## config.mk

```make
export PLATFORM = sky130hd
export DESIGN_NAME = sim_run_controller
export DESIGN_NICKNAME = d
export VERILOG_FILES = /design/src/rtl/sim_run_controller.sv
export SDC_FILE = /design/constraint.sdc
export NUM_CORES = 1
export LEC_CHECK = 0
export ABC_AREA = 1
export BUFFER_PORTS_ARGS = -buffer_cell sky130_fd_sc_hd__buf_4
export CORE_ASPECT_RATIO = 1.25
export CORE_UTILIZATION = 51
export CTS_CLUSTER_SIZE = 40
export DETAILED_ROUTE_END_ITERATION = 6
export PLACE_DENSITY = 0.81
export SYNTH_ARGS = -nofsm -noshare
export SYNTH_HDL_FRONTEND = slang
export SYNTH_SLANG_ARGS = --single-unit
```

## constraint.sdc

```tcl
create_clock -name clk_i -period 2.5 [get_ports clk_i]
set_clock_uncertainty 0.05 [all_clocks]
set_input_delay 0.5 -clock clk_i [delete_from_list [all_inputs] [get_ports clk_i]]
set_output_delay 0.5 -clock clk_i [all_outputs]
set_load 0.005 [all_outputs]
```

## src/rtl/sim_run_controller.sv

```systemverilog
// Run controller beside the core: sequences core reset, counts cycles/retirements and ends the run on a TOHOST store, a timeout or, with HANG_DETECT_EN, a hang.
// Exit is registered one edge after the triggering RUN cycle; it has no backpressure and every input is sampled each cycle.
module sim_run_controller #(
    parameter int                ADDR_W      = 32,
    parameter int                DATA_W      = 32,
    parameter int                CNT_W       = 32,
    parameter int                RST_CYCLES  = 4,
    parameter int                MAX_CYCLES  = 500,
    parameter logic [ADDR_W-1:0] TOHOST_ADDR = 'h1000,
    parameter int                HANG_CYCLES = 16
) (
    input  logic              clk_i,
    input  logic              rst_i,
    input  logic              start_i,
    input  logic              dmem_we_i,
    input  logic [ADDR_W-1:0] dmem_addr_i,
    input  logic [DATA_W-1:0] dmem_wdata_i,
    input  logic              retire_i,
    input  logic [ADDR_W-1:0] pc_i,
    output logic              core_rst_o,
    output logic              running_o,
    output logic              done_o,
    output logic              pass_o,
    output logic              timeout_o,
    output logic              hang_o,
    output logic [DATA_W-1:0] exit_code_o,
    output logic [CNT_W-1:0]  cycle_count_o,
    output logic [CNT_W-1:0]  instret_o
);

    typedef enum logic [1:0] {S_IDLE, S_RESET, S_RUN, S_DONE} state_t;

    localparam int RC_W = (RST_CYCLES > 1) ? $clog2(RST_CYCLES) : 1;

    state_t            state_q;
    logic [RC_W-1:0]   rst_cnt_q;
    logic              core_rst_q;
    logic              running_q;
    logic              done_q;
    logic              pass_q;
    logic              timeout_q;
    logic              hang_q;
    logic [DATA_W-1:0] exit_code_q;
    logic [CNT_W-1:0]  cycle_q;
    logic [CNT_W-1:0]  instret_q;

    logic [CNT_W-1:0]  cycle_d;
    logic [CNT_W-1:0]  instret_d;
    logic              tohost_hit;
    logic              timeout_hit;
    logic              hang_hit;

    always_comb begin
        cycle_d   = (cycle_q == '1) ? cycle_q : cycle_q + CNT_W'(1);
        instret_d = (retire_i && (instret_q != '1)) ? instret_q + CNT_W'(1) : instret_q;
    end

    assign tohost_hit  = dmem_we_i && (dmem_addr_i == TOHOST_ADDR) && dmem_wdata_i[0];
    assign timeout_hit = (cycle_d == CNT_W'(MAX_CYCLES));

`ifdef HANG_DETECT_EN
    localparam int HC_W = $clog2(HANG_CYCLES + 1);

    logic [ADDR_W-1:0] last_pc_q;
    logic              last_vld_q;
    logic [HC_W-1:0]   hcnt_q;
    logic [HC_W-1:0]   hcnt_d;

    // hcnt holds the length of the current same-pc streak; a new pc restarts it at this retirement.
    always_comb begin
        hcnt_d = (!last_vld_q || (pc_i == last_pc_q)) ? hcnt_q + HC_W'(1) : HC_W'(1);
    end

    assign hang_hit = retire_i && (hcnt_d == HC_W'(HANG_CYCLES));

    always_ff @(posedge clk_i) begin
        if (rst_i || (start_i && ((state_q == S_IDLE) || (state_q == S_DONE)))) begin
            last_pc_q  <= '0;
            last_vld_q <= 1'b0;
            hcnt_q     <= '0;
        end else if ((state_q == S_RUN) && retire_i) begin
            last_pc_q  <= pc_i;
            last_vld_q <= 1'b1;
            hcnt_q     <= hcnt_d;
        end
    end
`else
    logic unused_pc;
    assign unused_pc = ^pc_i;
    assign hang_hit  = 1'b0;
`endif

    always_ff @(posedge clk_i) begin
        if (rst_i) begin
            state_q     <= S_IDLE;
            rst_cnt_q   <= '0;
            core_rst_q  <= 1'b1;
            running_q   <= 1'b0;
            done_q      <= 1'b0;
            pass_q      <= 1'b0;
            timeout_q   <= 1'b0;
            hang_q      <= 1'b0;
            exit_code_q <= '0;
            cycle_q     <= '0;
            instret_q   <= '0;
        end else begin
            case (state_q)
                S_IDLE, S_DONE: begin
                    if (start_i) begin
                        state_q     <= S_RESET;
                        rst_cnt_q   <= RC_W'(RST_CYCLES - 1);
                        core_rst_q  <= 1'b1;
                        running_q   <= 1'b0;
                        done_q      <= 1'b0;
                        pass_q      <= 1'b0;
                        timeout_q   <= 1'b0;
                        hang_q      <= 1'b0;
                        exit_code_q <= '0;
                        cycle_q     <= '0;
                        instret_q   <= '0;
                    end
                end
                S_RESET: begin
                    if (rst_cnt_q == '0) begin
                        state_q    <= S_RUN;
                        core_rst_q <= 1'b0;
                        running_q  <= 1'b1;
                    end else begin
                        rst_cnt_q <= rst_cnt_q - RC_W'(1);
                    end
                end
                S_RUN: begin
                    cycle_q   <= cycle_d;
                    instret_q <= instret_d;
                    if (tohost_hit || hang_hit || timeout_hit) begin
                        state_q    <= S_DONE;
                        core_rst_q <= 1'b1;
                        running_q  <= 1'b0;
                        done_q     <= 1'b1;
                    end
                    // TOHOST outranks hang, which outranks timeout.
                    if (tohost_hit) begin
                        pass_q      <= (dmem_wdata_i == DATA_W'(1));
                        exit_code_q <= dmem_wdata_i >> 1;
                    end else if (hang_hit) begin
                        hang_q <= 1'b1;
                    end else if (timeout_hit) begin
                        timeout_q <= 1'b1;
                    end
                end
                default: state_q <= S_IDLE;
            endcase
        end
    end

    assign core_rst_o    = core_rst_q;
    assign running_o     = running_q;
    assign done_o        = done_q;
    assign pass_o        = pass_q;
    assign timeout_o     = timeout_q;
    assign hang_o        = hang_q;
    assign exit_code_o   = exit_code_q;
    assign cycle_count_o = cycle_q;
    assign instret_o     = instret_q;

endmodule

```

==> reports/results.txt, run 1 <==
Die Width - 98.1 um
DRC viols - 7
Worst R2R Setup Slack - 90 ps
CP cell instances - nand2_1 > nor2_1 > nand2_2 > nor2_8 > nand2_8 > o21ai_0 > nand3_1 > nand3b_1 > nor2_2 > nand2_2 > nand2_4 > nand2_2 > nand2_1 > a21oi_2
VDD IR max - 0.498 mV
Die footprint - 0.0120 mm2
Layout area overhead - 36.1%
Clock latency on the worst-skew pair - 350 ps
Synth unique cells - 37
Slowest-stage cell, CP - dfxtp_2
Cells after synthesis - 924
Total GRT Usage - 30.3%
Min cycle time layout - 2410 ps
F_max - 415 MHz
Clk network pwr share - 31.3%
Clk sinks - 104
Reg-to-reg startpoint - cycle_count_o[12]
Met3 usage - 5.28%
RSZ-0062 raised after global routing - yes
Num rows - 43
Arrival time at the worst endpoint - 2570 ps
RR Endpoint - state_q[0]
Status - complete, but fails checks
Core area - 0.0112 mm2
Slew @ Worst Pin - 856 ps
Clk slew on worst S/H paths - 80 ps
# nets final - 1,227
Sw power - 1750 uW
Comb power frac - 31.4%
Total CTS buffers - 9
Final TNS setup - 0 ps
Sequential cell area fraction in the yosys report - 35.4%
Reg power frac - 37.3%
Final Hold Fails - 0
Setup crit end kind - register
Top cell type's share of synthesized area - 35.4%
Tot Pwr - 4830 uW
WS Path Type - reg2reg
Synthesized cell area - 0.00589 mm2
Initial antenna violation count - 0
Total wire length - 18.7 mm
Ant. Diodes - 0
H-tree levels - 3
Final Util - 71.6%
Avg Inst Size Synth - 6.37 um2
Number of port buffers - 168
Area leader, netlist - dfxtp_1
Max-slew headroom - 42.9%
Hpwl dp - 13.8 mm
Top_reg_cell synth - dfxtp_1
Clock root cell - clkbuf_16
Total grt overflow - 0
Reg2Reg Depth - 14
Multi-input logic area - 0.00348 mm2
Layout cells sized above 1 - 26.4%
Vias - 6,913
Switching part of the total - 36.2%
Fin crit share - 96.4%
GR Util met2 - 54.8%
Final Setup Violations - 0
Via-per-instance ratio - 5.49
Number of synthesized flops with an enable pin - 0
Busiest grt layer - met2
Hold Path Depth - 3
Min-Delay Path Class - in2reg
Crit-path most repeated cell - nand2_2
CTS tree - done
GPL Wtd Cong - 0.945
Crit path from - cycle_count_o[12]
Fillers - 980
Met1 global-route usage - 33.6%
Asr flop ratio synth - 0%
Hold Path Sink - exit_code_o[8]
Clock buffer depth - 2
Syn. warnings - 0
WL/cell - 14.8 um
Fin area - 0.00801 mm2
P_leak - 0.00322 uW
Cell Area, Placed - 0.00757 mm2
First-pass iteration count of the detailed router - 7
Worst Setup Start Kind - register
Register area - 0.00210 mm2
Hold_buf cts - 0
Power Density - 603 mW/mm2
Worst path max stage delay - 390 ps
Routed Antenna Nets - 0
Critical path data required time - 2660 ps
Initial DRC Count - 383
First-pass GRT wire length - 29.0 mm
Largest net degree at the start of global routing - 80
Post-synth top cells - nand2_1 (285), nor2_1 (113), dfxtp_1 (104)
Flops & latches, synth - 104
Top-count cell post-synth - nand2_1
Max-Cap Viols - 0
Initial Utilization - 52.6%
Max-slew violations - 0
Violated checks - design-rule violations
Number of global-route vias before repair - 6,296
Ranking of synthesized cells by area - dfxtp_1 (35%), nand2_1 (18%), a21oi_1 (8.0%)
Cell-internal power - 3080 uW
Source of the worst hold timing path - dmem_wdata_i[9]
Max FO, Critical Path - 11
Die H - 122 um
Num ports - 203
==> timing repair <==
item | in CTS | in global routing
buffers inserted | 0 | 1
gates resized for setup | 0 | 45
setup endpoints to repair | 0 | 38
==> registers in the layout, indices dropped and copies added, names as in the netlist <==
signal / flops
timeout_o: 1
pass_o: 1
exit_code_o: 31
state_q: 2
running_o: 1
cycle_count_o: 32
done_o: 1
core_rst_o: 1
instret_o: 32
rst_cnt_q: 2
==> routing by layer <==
layer / part of all wire (%) / routed length [um]
met1: 38 / 7050
met2: 51 / 9500
met3: 6.5 / 1220
met4: 5.0 / 937
met5: 0 / 0
==> final cells by class <==
class / count / area share (%)
Multi-Input combinational cell: 716 / 43.4
Sequential cell: 104 / 26.3
Timing Repair Buffer: 219 / 20.9
Inverter: 70 / 3.33
Clock buffer: 9 / 2.81
Tap cell: 135 / 2.11
Clock inverter: 7 / 1.22
==> power by group through the flow <==
stage | logic [uW] | registers [uW] | clock network, uW
after global placement | 1480 | 1840 | 0
after detailed placement | 1500 | 1840 | 0
final | 1520 | 1800 | 1510
after CTS | 1510 | 1800 | 1530
after global routing | 1660 | 1810 | 1600
after floorplan | 925 | 1840 | 0
==> through the flow <==
| step | hold slack (ps) | instances | setup slack (ps) |
|---|---|---|---|
| 6_report | 370 | 1260 | 90.3 |
| 5_1_grt | 368 | 1260 | -45.3 |
| 4_1_cts | 366 | 1259 | 25.2 |
| 3_5_place_dp | 368 | 1243 | 41.3 |
| 3_3_place_gp | 359 | 1243 | 48.2 |
| 2_1_floorplan | 353 | 925 | 245 |
==> cells in the final DEF, fill, tap and decap left out, drive strengths merged <==
master / Yosys / layout
or2: 4 / 4
buf: 10 / 219
o21a: 1 / 1
and2: 1 / 1
a2bb2oi: 1 / 1
nor3: 15 / 15
ha: 6 / 6
dfxtp: 104 / 104
nand3b: 14 / 14
nand4: 22 / 22
xnor2: 8 / 8
clkinv: 1 / 4
nor3b: 2 / 2
a21oi: 96 / 96
and3: 1 / 1
conb: 1 / 2
o21ai: 30 / 30
nand2: 290 / 290
inv: 69 / 71
nand3: 68 / 68
clkinvlp: 0 / 1
a31oi: 1 / 1
nor4: 23 / 23
a41oi: 1 / 1
bufinv: 0 / 1
clkbuf: 25 / 9
a221oi: 1 / 1
nor2: 118 / 118
xor2: 11 / 11
==> cells by family (layout without fill, tap and decap cells) <==
logic type | count (synthesis) | in the layout | share of synthesized area, %
simple gates | 558 | 558 | 41.8
compound gates | 131 | 131 | 11.5
buf+inv | 105 | 305 | 7.14
flops | 104 | 104 | 35.4
xor+xnor | 19 | 19 | 2.83
fa+ha+maj | 6 | 6 | 1.28
other cells | 1 | 2 | 0.0637
==> worst max-delay path, delay by kind of cell (launching register included) <==
family             cells  cell delay (ps)
AOI/OAI and AO/OA      2              170
DFF                    1              390
and+or+nand+nor       12             1650
==> how the worst max path moves through the flow <==
stage,endpoint,slack (ps)
2_1_floorplan,state_q[0],240
3_3_place_gp,state_q[1],50
3_5_place_dp,state_q[0],40
4_1_cts,state_q[0],30
5_1_grt,state_q[0],-50
6_report,state_q[0],90
(Power assumes the default switching activity.)
==> run 2, diff against run 1 <==
==> constraint.sdc (replaced) <==
create_clock -name clk_i -period 2.5 [get_ports clk_i]
set_clock_uncertainty 0.05 [all_clocks]
set_input_delay 0.375 -clock clk_i [delete_from_list [all_inputs] [get_ports clk_i]]
set_output_delay 0.375 -clock clk_i [all_outputs]
set_load 0.005 [all_outputs]
==> reports/results.txt, run 2 (same netlist as run 1, synthesis figures left out) <==
Die Width - 98.1 um
Critical path data required time - 2660 ps
DRC viols - 7
Setup Buffers After CTS - 0
Fillers - 990
WL/cell - 14.9 um
F_max - 423 MHz
Clock root cell - clkbuf_16
Power Density - 597 mW/mm2
Pre-CTS setup slack - 90.6 ps
Reg-to-reg startpoint - cycle_count_o[4]
Total GRT Usage - 31.3%
Layout cells sized above 1 - 25.0%
Max-Cap Viols - 0
Met1 global-route usage - 33.7%
Reg2Reg Depth - 15
Slew @ Worst Pin - 847 ps
Arrival time at the worst endpoint - 2520 ps
Die H - 122 um
CP cell instances - nand2_1 > nor2_2 > nand2_1 > nor2_1 > buf_4 > xnor2_1 > nand3b_1 > nor2_1 > nand2_1 > nor2_1 > nand2_2 > nand2_4 > nand2_2 > nand2_1 > a21oi_2
Hold_buf cts - 0
Buf/Inv on CP - 1
Status - complete, but fails checks
Crit-path most repeated cell - nand2_1
Crit path from - cycle_count_o[4]
Worst R2R Setup Slack - 140 ps
# nets final - 1,232
Min-Delay Path Class - in2reg
Vias - 6,864
First-pass iteration count of the detailed router - 7
Layout area overhead - 35.7%
Hpwl dp - 14.2 mm
Max-slew headroom - 43.5%
Most common cell after layout, fill and taps aside - nand2_1
Num ports - 203
Clock latency on the worst-skew pair - 350 ps
Tot Pwr - 4770 uW
Num rows - 43
Initial antenna violation count - 0
Initial Utilization - 52.6%
WS Path Type - reg2reg
Most frequent cells in the layout - nand2_1 (281), buf_4 (222), nor2_1 (102)
Number of port buffers - 168
VDD IR max - 0.450 mV
First-pass GRT wire length - 29.7 mm
Largest net degree at the start of global routing - 80
Routed Antenna Nets - 0
Clk sinks - 104
Number of global-route vias before repair - 6,407
WHS - 246 ps
Cell Area, Placed - 0.00759 mm2
H-tree levels - 3
Clock buffer depth - 2
Core area - 0.0112 mm2
Min cycle time layout - 2360 ps
Busiest grt layer - met2
Ant. Diodes - 0
Clk slew on worst S/H paths - 80 ps
CP Capture Point - state_q[1]
Final TNS setup - 0 ps
P_leak - 0.00323 uW
Total grt overflow - 0
Fin crit share - 94.6%
Total wire length - 18.8 mm
Final Setup Violations - 0
Post-CTS Resized - 0
Slowest-stage cell, CP - dfxtp_1
Die footprint - 0.0120 mm2
Via-per-instance ratio - 5.43
Initial DRC Count - 352
Met3 usage - 5.05%
CTS tree - done
Max FO, Critical Path - 7
Max-slew violations - 0
Worst Setup Start Kind - register
RR Endpoint - state_q[1]
Setup crit end kind - register
Critical Path Stages - 15
GR Util met2 - 57.5%
Final setup margin - 135 ps
GPL Wtd Cong - 1.03
Violated checks - design-rule violations
Total CTS buffers - 9
Final Hold Fails - 0
Fin area - 0.00799 mm2
Delay-heaviest family, CP - simple AND/OR/NAND/NOR gates
Worst path max stage delay - 410 ps
[run 2: changes by cell type in the layout (fill, tap and decap cells not counted), sizes merged]
cell      before  now
clkinv         4    0
clkinvlp       1    3
inv           71   73
buf          219  224
[run 2: per-stage QoR]
step                      util (%)  std cells
final                         71.4       1265
after CTS                     70.6       1265
after detailed placement      67.8       1249
after global placement        67.8       1249
after floorplan                  -        925
after global routing          71.4       1265
[run 2: final cells by class]
cell class,instances,area (um2),area share [%]
Multi-Input combinational cell,716,3460,43.4
Sequential cell,104,2090,26.1
Timing Repair Buffer,224,1690,21.1
Inverter,70,267,3.34
Clock buffer,9,225,2.82
Tap cell,135,169,2.11
Clock inverter,7,85.1,1.07
[run 2: power breakdown]
part           internal [uW]  switching, uW  leakage [uW]
logic                    502            974       0.00224
registers               1750           57.1      0.000842
clock network            799            691      0.000146
[run 2: how the worst min path moves through the flow]
stage	from	to	slack, ps	cells after the start
2_1_floorplan	rst_cnt_q[0]	rst_cnt_q[0]	350	1
4_1_cts	dmem_wdata_i[1]	exit_code_o[0]	240	3
6_report	dmem_wdata_i[14]	exit_code_o[13]	250	3
3_3_place_gp	rst_cnt_q[0]	rst_cnt_q[0]	360	1
5_1_grt	dmem_wdata_i[22]	exit_code_o[21]	250	3
3_5_place_dp	rst_cnt_q[0]	rst_cnt_q[0]	390	1
[run 2: tightest hold or removal path: stages]
cell	delay, ps
buf_4	110
nand3_1	70
a21oi_1	50
[run 2: layer usage]
layer | wire (um) | vias up
met2 | 9670 | 266
met5 | 0 | -
met4 | 865 | 0
met1 | 7140 | 3099
met3 | 1120 | 61
li1 | - | 3438
